$ cat config.mk
export PLATFORM = sky130hd
export DESIGN_NAME = mem_arbiter
export DESIGN_NICKNAME = d
export VERILOG_FILES = /design/src/rtl/mem_arbiter.sv
export SDC_FILE = /design/constraint.sdc
export NUM_CORES = 1
export LEC_CHECK = 0
export BUFFER_PORTS_ARGS = -buffer_cell sky130_fd_sc_hd__buf_4
export CORE_AREA = 2 2 124 126
export CTS_CLUSTER_SIZE = 8
export DETAILED_ROUTE_END_ITERATION = 8
export DIE_AREA = 0 0 126 128
export PLACE_DENSITY = 0.48
export SYNTH_ARGS = -nofsm -noshare
export SYNTH_HDL_FRONTEND = slang
export SYNTH_SLANG_ARGS = --single-unit
$ cat constraint.sdc
create_clock -name clk -period 4 [get_ports clk]
set_input_delay 0.4 -clock clk [delete_from_list [all_inputs] [get_ports clk]]
set_output_delay 0.4 -clock clk [all_outputs]
set_load 0.005 [all_outputs]
$ cat src/rtl/mem_arbiter.sv
// rtl/mem_arbiter.sv - round-robin two-port arbiter for the shared on-chip memory
// One transaction per grant, a forced idle cycle between grants, and a watchdog on s_ready.
module mem_arbiter #(
   parameter int          TIMEOUT   = 16,
   parameter logic [31:0] ERR_RDATA = 32'h0000_0000
) (
   input  logic        clk,
   input  logic        resetn,
   input  logic        m0_valid,
   input  logic        m0_instr,
   input  logic [3:0]  m0_wstrb,
   input  logic [31:0] m0_wdata,
   input  logic [31:0] m0_addr,
   output logic        m0_ready,
   output logic [31:0] m0_rdata,
   input  logic        m1_valid,
   input  logic        m1_instr,
   input  logic [3:0]  m1_wstrb,
   input  logic [31:0] m1_wdata,
   input  logic [31:0] m1_addr,
   output logic        m1_ready,
   output logic [31:0] m1_rdata,
   output logic        s_valid,
   output logic        s_instr,
   output logic [3:0]  s_wstrb,
   output logic [31:0] s_wdata,
   output logic [31:0] s_addr,
   input  logic        s_ready,
   input  logic [31:0] s_rdata,
   output logic [1:0]  grant,
   input  logic        err_clr,
   output logic        bus_err
);

   localparam int CW = $clog2(TIMEOUT);

   typedef enum logic [1:0] {
      IDLE  = 2'b00,
      BUSY0 = 2'b01,
      BUSY1 = 2'b10
   } state_t;

   state_t        state;
   logic          last;
   logic [CW-1:0] cnt;
   logic          cur_valid;
   logic          tmo;
   logic          done;
   logic [31:0]   rsp_data;

   // The state encoding is the one-hot grant itself, so grant is a registered output.
   assign grant = state;

   assign cur_valid = ((state == BUSY0) && m0_valid) || ((state == BUSY1) && m1_valid);
   assign tmo       = cur_valid && !s_ready && (cnt == CW'(TIMEOUT - 1));
   assign done      = cur_valid && (s_ready || tmo);
   assign rsp_data  = s_ready ? s_rdata : ERR_RDATA;

   assign s_valid  = cur_valid;
   assign m0_ready = (state == BUSY0) && done;
   assign m1_ready = (state == BUSY1) && done;
   assign m0_rdata = m0_ready ? rsp_data : 32'h0;
   assign m1_rdata = m1_ready ? rsp_data : 32'h0;

   always_comb begin
      s_instr = 1'b0;
      s_wstrb = 4'h0;
      s_wdata = 32'h0;
      s_addr  = 32'h0;
      case (state)
         BUSY0: begin
            s_instr = m0_instr;
            s_wstrb = m0_wstrb;
            s_wdata = m0_wdata;
            s_addr  = m0_addr;
         end
         BUSY1: begin
            s_instr = m1_instr;
            s_wstrb = m1_wstrb;
            s_wdata = m1_wdata;
            s_addr  = m1_addr;
         end
         default: ;
      endcase
   end

   always_ff @(posedge clk or negedge resetn) begin
      if (!resetn) begin
         state   <= IDLE;
         last    <= 1'b1;
         cnt     <= '0;
         bus_err <= 1'b0;
      end else begin
         if (tmo)
            bus_err <= 1'b1;
         else if (err_clr)
            bus_err <= 1'b0;

         case (state)
            IDLE: begin
               cnt <= '0;
               // On a tie the port that did not win last time goes first.
               if (m0_valid && (!m1_valid || last)) begin
                  state <= BUSY0;
                  last  <= 1'b0;
               end else if (m1_valid) begin
                  state <= BUSY1;
                  last  <= 1'b1;
               end
            end
            default: begin
               if (!cur_valid || done) begin
                  state <= IDLE;
                  cnt   <= '0;
               end else begin
                  cnt <= cnt + 1'b1;
               end
            end
         endcase
      end
   end

endmodule

Word level (Yosys, flattened, before mapping)
Cells that the tools add are included.

Output and inout port bits: 139. Input port bits: 176. Register bits: 8. Word-level logic and storage cells: 47.

Reductions and logical operators: 21. Equality and inequality tests: 4. Add/subtract/negate cells: 1. Mux-type cells: 17.

Operators with widths (number): $pmux 32 s2 (2); $mux 32 (3); $logic_and 1x1->1 (8); $mux 2 (4); $mux 4 (2); $pmux 4 s2 (1); $reduce_bool 2->1 (3); $add 4x1->4 const B (1); $eq 4x4->1 const B (1); $logic_or 1x1->1 (4); $mux 1 (4); $reduce_and 2->1 (2); $logic_not 1->1 (3); $ne 3x3->1 const B (1); $eq 2x1->1 const B (1); $eq 2x2->1 const B (1); $logic_not 2->1 (1); $pmux 1 s2 (1).

Logic depth before layout (Yosys ltp)
Gate-level depths: netlist of run 1.

Depth in word-level cells: 10. Gate-level depth with buffers: 7. Depth with buffers taken out: 5.

Worst setup path after synthesis of run 1
No wires, ideal clock.

Kind: register to output. Start: reg state[0], in the netlist grant[0]. End: out s_addr[24]. Setup slack: 2.203 ns. Path buffers: 2. Data required time: 3.600 ns. Cell stages (with the launch flop): 6. Arrival: 1.397 ns. Cells stage by stage: dfrtp_1 > inv_1 > ha_1 > clkbuf_1 > clkbuf_1 > nor2b_1.

Word-level cells in the longest chain between the ends: 2. Elaborated cells between the ends (all ways): 3. Classes of those cells: 2 x eq/ne; 1 x mux.

RTL lines: start, declared (RTL line 43) `state_t state;`; start signal, assigned (RTL line 89) `state <= IDLE;`; start signal, assigned (RTL line 104) `state <= BUSY0;`; start signal, assigned (RTL line 107) `state <= BUSY1;`; $eq 2x2->1 or $eq 2x1->1 (tied branches) (RTL line 70) `case (state)`; $pmux 32 s2 (*) (RTL line 70); end, declared (RTL line 27) `output logic [31:0] s_addr,`.

Mark *: on every way between the ends. The rest lies on a longest branch, timed or not.

Worst setup path after layout of run 1
Start: reg state[0], in the netlist grant[0]. End: out m1_rdata[23].

Word-level cells in the longest chain between the ends: 9. Elaborated cells between the ends (all ways): 11. Classes of those cells: 2 x eq/ne; 1 x mux; 8 x reduce/logical.

RTL lines: $eq 2x1->1 or $eq 2x2->1 (tied branches) (RTL line 54, 61); $logic_and 1x1->1 (RTL line 54) `assign cur_valid = ((state == BUSY0) && m0_valid) || ((state == BUSY1) && m1_valid);`; $logic_or 1x1->1 (RTL line 54); $logic_and 1x1->1 (2 in a row) (RTL line 55) `assign tmo = cur_valid && !s_ready && (cnt == CW'(TIMEOUT - 1));`; $logic_or 1x1->1 (RTL line 56) `assign done = cur_valid && (s_ready || tmo);`; $logic_and 1x1->1 (RTL line 56); $logic_and 1x1->1 (*) (RTL line 61) `assign m1_ready = (state == BUSY1) && done;`; $mux 32 (*) (RTL line 63) `assign m1_rdata = m1_ready ? rsp_data : 32'h0;`; end, declared (RTL line 22) `output logic [31:0] m1_rdata,`.

Marks and branches as above.

==> results of run 1 <==
-- registers in the layout (all words and copies together) (netlist names) --
| register | cells |
|---|---|
| last | 1 |
| cnt | 4 |
| bus_err | 1 |
| grant | 2 |
-- final timing paths --
check | start | to | cells after the start
setup / recovery | grant[0] | m1_rdata[23] | 8
hold / removal | err_clr | bus_err | 2
setup reg to reg | grant[0] | cnt[0] | 6
hold reg to reg | cnt[0] | cnt[0] | 1
max in group asynchronous | resetn | last | 2
min in group asynchronous | resetn | cnt[0] | 2
-- worst max-delay path, delay by kind of cell, from the launching register on --
family | cells | cell delay, ns
adders and majority gates | 1 | 0.18
buffers and inverters | 4 | 1.03
DFF | 1 | 0.42
and+or+nand+nor | 3 | 0.40
-- per-layer routing --
layer / GRT usage [%] / routed length (microns) / vias up
li1: - / - / 1566
met1: 13.5 / 4020 / 1447
met2: 24.1 / 6080 / 150
met3: 2.00 / 778 / 12
met4: 2.46 / 135 / 0
met5: 0 / 0 / -
-- cell type report --
class                           instances  area [sq um]  area share [%]
Timing Repair Buffer                  320          2400            52.9
Multi-Input combinational cell        236          1600            35.2
Tap cell                              188           235            5.18
Sequential cell                         8           201            4.43
Clock buffer                            4          78.8            1.74
Inverter                                6          22.5           0.496
-- report_power, final --
part	switching, mW	total [mW]	leakage (nW)	internal, mW
registers	0.0182	0.120	0.106	0.102
clock network	0.0417	0.175	0.0382	0.133
logic	0.790	1.71	2.12	0.915
total	0.850	2.00	2.27	1.15
-- metrics by stage --
step	setup WS [ns]	util (%)	area, sq um	instances	hold slack, ns
6_report	1.32	30.6	4540	762	0.358
2_1_floorplan	2.20	-	1960	279	0.104
4_1_cts	1.24	30.6	4540	762	0.356
3_3_place_gp	1.54	30.0	4450	757	0.226
5_1_grt	0.999	30.6	4540	762	0.378
3_5_place_dp	1.50	30.0	4450	757	0.230
-- logic make-up (layout without fill, tap and decap cells) --
kind of cell,Yosys count,after routing,synth area share [%]
AOI/OAI and AO/OA,83,83,31.4
xor gates and xnor gates,1,1,0.448
adders and majority gates,4,4,2.56
buffers and inverters,35,330,8.13
DFF,8,8,10.3
and+or+nand+nor,148,148,47.2
-- cell usage after synthesis, types with 2 or more instances --
master / number / area [sq um]
dfrtp_1: 7 / 175
a21oi_1: 6 / 30.0
buf_2: 16 / 80.1
nor2b_1: 69 / 432
ha_1: 4 / 50.1
a32o_1: 2 / 20.0
o21ai_0: 2 / 10.0
a22oi_1: 69 / 518
nor2_1: 3 / 11.3
clkbuf_2: 3 / 15.0
and2_1: 66 / 413
clkbuf_1: 8 / 30.0
nand2_1: 3 / 11.3
inv_1: 6 / 22.5
-- what timing repair did --
| action | CTS | global route |
|---|---|---|
| buffers inserted | 0 | 0 |
| gates resized for setup | 0 | 0 |
| hold buffers | 1 | 0 |
| endpoints found under the hold margin | 7 | 0 |
==> results.toml, run 1 <==
[synth]
yosys_most_used_dff = "dfrtp_1"
syn_area_sq_um = 1960
synth.ff_latch_count = 8
synth.distinct_cells = 29
ys_seq_area_share_pct = 10.3
yosys_warnings = 0
synth_edf_count = 0
async_flop_share_pct = 100
netlist_instances = 279
synth.avg_cell_area_sq_um = 7.01
syn-num-nets = 459

[timing]
tightestPinTransition_ns = 0.935
skew_ns = 0.00217
setup_tns_ns = 0
hold_violations = 0
timing.fmax_ghz = 0.373
period_minus_slack_ns = 2.68
fin_crit_sh_pct = 67.0
rsz0062_at_grt = "false"
drv_slew = 0
slew_headroom_pct = 37.6
setup_viol = 0

[job]
maxCapViolations = 0

[final_layout]
insertedDiodeCount = 0
nFillCells = 1612
nets = 755
final_cell_mix = "buf_4, a22oi_1, nor2b_1"
final_common_cell = "buf_4"
area_growth_pct = 132
drive_gt1_share_pct = 57.3

[clock_tree]
cts_buffers = 3
cts_buffer_depth = 2
path_clk_slew_ns = 0.04
clock_latency_ns = 0.23
clock-sinks = 8
htree_levels = 1
cts_tree = "built"
cts_root_buf = "clkbuf_16"

[setup_path]
path_max_fanout = 72
critPathSlowestCell = "buf_4"
cp-end-kind = "primary output"
cpPeakStageDelay_ns = 0.55
worst_setup_path_start_kind = "register"
cp_data_arrival_time_ns = 2.28
crit_required_ns = 3.60
worst_path_most_repeated_cell = "buf_4"
path_class = "register to primary output"
r2r_setup_slack_ns = 1.84
path_cells = "inv_1 > ha_2 > buf_4 > nand2_1 > nor2_1 > buf_4 > and2_1 > buf_4"

[die]
io_pins = 315
die_h_microns = 128
floorplan.initialDensity_pct = 13.2
core_area_sq_um = 14900
rows = 45
die_area_sq_um = 16100
die_w_microns = 126

[power]
p_total_mw = 2.00
p_per_area_nw_per_um2 = 440
leakagePower_nw = 2.27
ir_drop_v = 0.000337

[route]
postRouteAntennaNets = 0
dr.pass1.iters = 4
drt-initial-drc-count = 142
viasPerCell = 4.17
wl_per_cell_microns = 14.5
routed_wirelength_microns = 11000
vias = 3175
drc = 0

[placement]
place_congestion = 0.819
place_hpwl_microns = 8950
portBuffers = 314

[global_routing]
grt_max_degree = 73
grt_usage_pct = 12.1
antenna_found_initial = 0
grt_pass1_wl_microns = 16200
grt_overflow = 0
grt_pass1_vias = 3119

[hold_path]
hold_class = "primary input to register"

[outcome]
status = "complete, no violations"
Note: power is estimated with default switching activity, not from simulation.
==> inputs of run 2 (changes only) <==
==> config.mk (replaced) <==
export PLATFORM = sky130hd
export DESIGN_NAME = mem_arbiter
export DESIGN_NICKNAME = d
export VERILOG_FILES = /design/src/rtl/mem_arbiter.sv
export SDC_FILE = /design/constraint.sdc
export NUM_CORES = 1
export LEC_CHECK = 0
export ABC_AREA = 1
export BUFFER_PORTS_ARGS = -buffer_cell sky130_fd_sc_hd__buf_4
export CORE_AREA = 2 2 121 123
export CTS_CLUSTER_SIZE = 8
export DETAILED_ROUTE_END_ITERATION = 8
export DIE_AREA = 0 0 123 125
export PLACE_DENSITY = 0.53
export SYNTH_ARGS = -nofsm -noshare
export SYNTH_HDL_FRONTEND = slang
export SYNTH_SLANG_ARGS = --single-unit
==> constraint.sdc (replaced) <==
create_clock -name clk -period 2.24 [get_ports clk]
set_input_delay 0.224 -clock clk [delete_from_list [all_inputs] [get_ports clk]]
set_output_delay 0.224 -clock clk [all_outputs]
set_load 0.005 [all_outputs]
==> run 2 against run 1 <==
Global-route usage rose by 1.5 points. Highest routed layer unchanged. Worst setup slack got worse by 1.2 ns. Clock skew grew 0.0018 ns. Count of clock-buffer cells in the layout unchanged.
==> results.toml, run 2 <==
[clock_tree]
post_cts_buffers = 0
hold_buffers = 1
ctsResizeCount = 0
cts_buffers = 3
htree_levels = 1
cts_root_buf = "clkbuf_16"
cts_buffer_depth = 2
path_clk_slew_ns = 0.04
cts_tree = "built"
clock-sinks = 8
clock_latency_ns = 0.23

[global_routing]
grt_pass1_vias = 3413
grt_usage_pct = 13.6
grt_overflow = 0
antenna_found_initial = 0
grt_pass1_wl_microns = 17300
grt_max_degree = 63

[final_layout]
largest_register_ffs = 4
nets = 898
final_cell_mix = "buf_4, nand2_1, inv_1"
multi_input_area_sq_um = 1480
area_growth_pct = 124
final_common_cell = "buf_4"
stdcell_area_sq_um = 4810
drive_gt1_share_pct = 46.7
largest-register = "cnt"
seq_area_sq_um = 201
nFillCells = 1580
insertedDiodeCount = 0

[timing]
setup_viol = 0
slew_headroom_pct = 69.7
drv_slew = 0
timing.fmax_ghz = 0.481
tightestPinTransition_ns = 0.454
hold_violations = 0
fin_crit_sh_pct = 92.8
period_minus_slack_ns = 2.08
hold-worst-slack_ns = 0.191
skew_ns = 0.00396
setup_tns_ns = 0
rsz0062_at_grt = "false"

[placement]
place_congestion = 0.783
placed_cell_area_sq_um = 4720
portBuffers = 314
place_hpwl_microns = 9430

[route]
viasPerCell = 4.26
wl_per_cell_microns = 12.9
drc = 0
routed_wirelength_microns = 11600
vias = 3840
drt-initial-drc-count = 98
dr.pass1.iters = 4
postRouteAntennaNets = 0

[synth]
yosysMostFrequentCell = "nand2_1"
ys_seq_area_share_pct = 9.39
synth.avg_cell_area_sq_um = 4.99
synth.distinct_cells = 19
syn_area_sq_um = 2140
synth.ff_latch_count = 8
synth.cells.most_frequent = "nand2_1, inv_1, a21oi_1"
synth_top_area_share_pct = 25.4
yosys_most_used_dff = "dfrtp_1"
netlist_instances = 430
yosysTopAreaCell = "nand2_1"
synth_edf_count = 0
yosys_warnings = 0
async_flop_share_pct = 100
synthTopCellsByArea = "nand2_1, nand4_1, a21oi_1, inv_1, dfrtp_1"
syn-num-nets = 610

[setup_path]
worst_path_most_repeated_cell = "buf_12"
worst_setup_path_start_kind = "register"
cpPeakStageDelay_ns = 0.42
path_max_fanout = 32
crit_required_ns = 2.02
path_cells = "inv_1 > ha_4 > buf_12 > buf_12 > nand2_1 > a21oi_1 > buf_4"
cp-end-kind = "primary output"
critPathSlowestCell = "dfrtp_1"
path_class = "register to primary output"
cp_data_arrival_time_ns = 1.85

[die]
die_area_sq_um = 15400
die_h_microns = 125
io_pins = 315
core_area_sq_um = 14200
rows = 44
die_w_microns = 123
floorplan.initialDensity_pct = 15.1

[power]
p_sw_mw = 2.09
ir_drop_v = 0.000619
p_clk_share_pct = 7.7
sw_frac_of_total_pct = 52.2
leakagePower_nw = 2.84
power_frac_seq_pct = 5.4
power_frac_comb_pct = 86.9
p_int_mw = 1.91
p_per_area_nw_per_um2 = 831

[outcome]
status = "complete, no violations"

[hold_path]
hold_class = "primary input to register"

[job]
maxCapViolations = 0
-- run 2: cell count changes after synthesis, moves of 6 or more --
cell	delta
a22oi_1	-69
a21oi_1	+63
nand4_1	+65
and2_1	-66
buf_2	+15
nor2b_1	-69
inv_1	+67
nand3_1	+6
nand2_1	+142
-- run 2: cell type report --
cell class	instances	area share [%]
repair buffers	326	52.8
inverters	75	5.85
well taps	184	4.79
clock buffers	4	1.64
flip-flops and latches	8	4.19
multi-input cells	304	30.8
-- run 2: critical path: cells and delay by family (launching register included) --
kind | cells | cell delay (ns)
AOI/OAI and AO/OA | 1 | 0.27
adders and majority gates | 1 | 0.16
buffers and inverters | 4 | 0.69
DFF | 1 | 0.42
and+or+nand+nor | 1 | 0.06
-- run 2: power groups by stage --
stage | Clock (mW) | Sequential (mW) | Combinational [mW]
floorplan | 0 | 0.206 | 1.73
global route | 0.327 | 0.224 | 3.84
detailed placement | 0 | 0.217 | 3.52
finish | 0.309 | 0.216 | 3.47
global placement | 0 | 0.218 | 3.54
CTS | 0.319 | 0.216 | 3.53
-- run 2: layer usage --
| layer | global-route usage, % | vias up | share of wire, % |
|---|---|---|---|
| li1 | - | 1964 | - |
| met1 | 17.0 | 1670 | 40 |
| met2 | 24.1 | 199 | 48 |
| met3 | 3.47 | 7 | 11 |
| met4 | 1.40 | 0 | 0.49 |
| met5 | 0 | - | 0 |
-- run 2: final timing paths --
kind | endpoint | depth (start not counted) | from | slack (ns)
setup reg to reg | cnt[3] | 6 | grant[0] | 0.85
setup / recovery | s_wdata[7] | 7 | grant[1] | 0.16
hold / removal | bus_err | 2 | err_clr | 0.19
max in group asynchronous | last | 2 | resetn | 1.68
min in group asynchronous | cnt[3] | 2 | resetn | 0.34
hold reg to reg | cnt[0] | 1 | cnt[0] | 0.46
-- run 2: cell families (layout without fill, tap and decap cells) --
| logic type | after synthesis | in the layout | share of synthesized area, % |
|---|---|---|---|
| XOR/XNOR | 2 | 2 | 0.817 |
| AO/OA/AOI/OAI | 73 | 73 | 17.0 |
| flip-flops | 8 | 8 | 9.39 |
| buffers and inverters | 118 | 405 | 22.8 |
| AND/OR/NAND/NOR | 225 | 225 | 47.6 |
| adder cells (fa/ha/maj) | 4 | 4 | 2.33 |
-- run 2: through the flow --
step                      total power, mW  util [%]  setup WS [ns]  instances
final                                3.99      33.9          0.162        901
after global routing                 4.39      33.9         0.0301        901
after CTS                            4.06      33.9          0.124        901
after detailed placement             3.74      33.2          0.378        896
after global placement               3.76      33.2          0.364        896
after floorplan                      1.94         -          0.709        430
==> inputs of run 3 (changes only) <==
--- a/config.mk
+++ b/config.mk
@@ -11,6 +11,7 @@
 export CTS_CLUSTER_SIZE = 8
 export DETAILED_ROUTE_END_ITERATION = 8
 export DIE_AREA = 0 0 123 125
+export MAX_ROUTING_LAYER = met4
 export PLACE_DENSITY = 0.53
 export SYNTH_ARGS = -nofsm -noshare
 export SYNTH_HDL_FRONTEND = slang
==> run 3 against run 2 <==
Wire length rose by 0.27%. Total power hardly changed. Fmax decreased by 0.47%. First-iteration DRC count down 11%. Register-to-register slack is essentially flat. Hold slack worse by 0.0048 ns. Combinational power is essentially flat. Non-clock buffer count unchanged. Worst setup slack got worse by 0.0099 ns. Clock skew increased by 0.00051 ns. Count of clock-buffer cells in the layout is the same. Critical path type unchanged. Critical endpoint unchanged. Largest cell class unchanged. Largest power group unchanged. Highest routed layer unchanged.
==> results.toml, run 3 (synthesized netlist as in run 2, its figures left out) <==
[final_layout]
nFillCells = 1580
largest_register_ffs = 4
nets = 898
final_common_cell = "buf_4"
final_core_util_pct = 33.9
insertedDiodeCount = 0
final_cell_mix = "buf_4, nand2_1, inv_1"
drive_gt1_share_pct = 46.7
fin_cells = 901
stdcell_area_sq_um = 4810
largest-register = "cnt"
area_growth_pct = 124

[timing]
fin_crit_sh_pct = 93.2
hold_violations = 0
fin_ws_ns = 0.152
period_minus_slack_ns = 2.09
tightestPinTransition_ns = 0.450
timing.fmax_ghz = 0.479
hold-worst-slack_ns = 0.187
skew_ns = 0.00447
slew_headroom_pct = 70.0
setup_viol = 0
drv_slew = 0
rsz0062_at_grt = "false"
setup_tns_ns = 0

[placement]
place_hpwl_microns = 9430
portBuffers = 314
placed_cell_area_sq_um = 4720
place_congestion = 0.794
place_inst = 896
dpl_worst_slack_ns = 0.378

[setup_path]
worst_setup_path_start_kind = "register"
worstReg2RegStart = "grant[0]"
critical_path.startpoint = "grant[1]"
cp-end-kind = "primary output"
path_class = "register to primary output"
path_max_fanout = 32
r2r_setup_slack_ns = 0.86
endpoint = "s_wdata[7]"
r2r_cells = 6
cp_data_arrival_time_ns = 1.86
crit_required_ns = 2.02
r2r-end = "cnt[3]"

[clock_tree]
path_clk_slew_ns = 0.04
htree_levels = 1
cts_tree = "built"
post_cts_buffers = 0
cts_root_buf = "clkbuf_16"
cts_buffers = 3
cts_buffer_depth = 2
clock_latency_ns = 0.23
clock-sinks = 8

[outcome]
status = "complete, no violations"

[global_routing]
use_met2_pct = 24.1
grt_util_met1_pct = 17.8
grt_use_met3_pct = 2.10
grt_pass1_vias = 3430
gr-max-usage-layer = "met2"
grt_usage_pct = 14.0
antenna_found_initial = 0
grt_overflow = 0
grt_max_degree = 63
grt_pass1_wl_microns = 17300

[die]
io_pins = 315
floorplan.initialDensity_pct = 15.1
rows = 44
die_area_sq_um = 15400
core_area_sq_um = 14200
die_h_microns = 125
die_w_microns = 123

[power]
p_per_area_nw_per_um2 = 831
p_total_mw = 4.00
ir_drop_v = 0.000619
leakagePower_nw = 2.84

[route]
drt-initial-drc-count = 87
drc = 0
routed_wirelength_microns = 11600
vias = 3850
dr.pass1.iters = 4
postRouteAntennaNets = 0
wl_per_cell_microns = 12.9
viasPerCell = 4.27

[hold_path]
hold_depth = 2
hold_class = "primary input to register"

[job]
maxCapViolations = 0
==> run 3: cell counts in the layout (fill, tap and decap cells not counted) <==
Identical to the previous run, type by type.
==> run 3: layout make-up <==
| class | count | area [sq um] | area share (%) |
|---|---|---|---|
| flip-flops and latches | 8 | 201 | 4.19 |
| clock buffers | 4 | 78.8 | 1.64 |
| well taps | 184 | 230 | 4.79 |
| multi-input cells | 304 | 1480 | 30.8 |
| inverters | 75 | 282 | 5.85 |
| repair buffers | 326 | 2540 | 52.8 |
==> run 3: per-layer routing <==
metal	wire length [microns]	vias to the layer above
met3	1090	7
met2	5610	197
met5	0	-
met4	56	0
li1	-	1963
met1	4880	1683
==> run 3: how the worst min path moves through the flow <==
| stage | startpoint | slack (ns) | endpoint |
|---|---|---|---|
| after floorplan | resetn | -0.07 | bus_err |
| after CTS | err_clr | 0.18 | bus_err |
| after global placement | resetn | 0.05 | grant[1] |
| after global routing | err_clr | 0.20 | bus_err |
| final | err_clr | 0.19 | bus_err |
| after detailed placement | resetn | 0.05 | grant[1] |
==> run 3: report_power, final <==
part / leakage [nW] / switching (mW) / total, mW / internal, mW
clock network: 0.0382 / 0.0726 / 0.310 / 0.237
registers: 0.106 / 0.0343 / 0.215 / 0.181
logic: 2.69 / 1.98 / 3.47 / 1.49
==> run 3: repair_timing <==
action,4_1_cts,5_1_grt
hold buffers,1,0
hold endpoints to repair,8,0
resized for setup,0,0
==> run 3: critical path, stage by stage, from the launching register on <==
cell and delay [ns]:
dfrtp_1 0.42, inv_1 0.14, ha_4 0.16, buf_12 0.19, buf_12 0.20, nand2_1 0.07
a21oi_1 0.27, buf_4 0.17
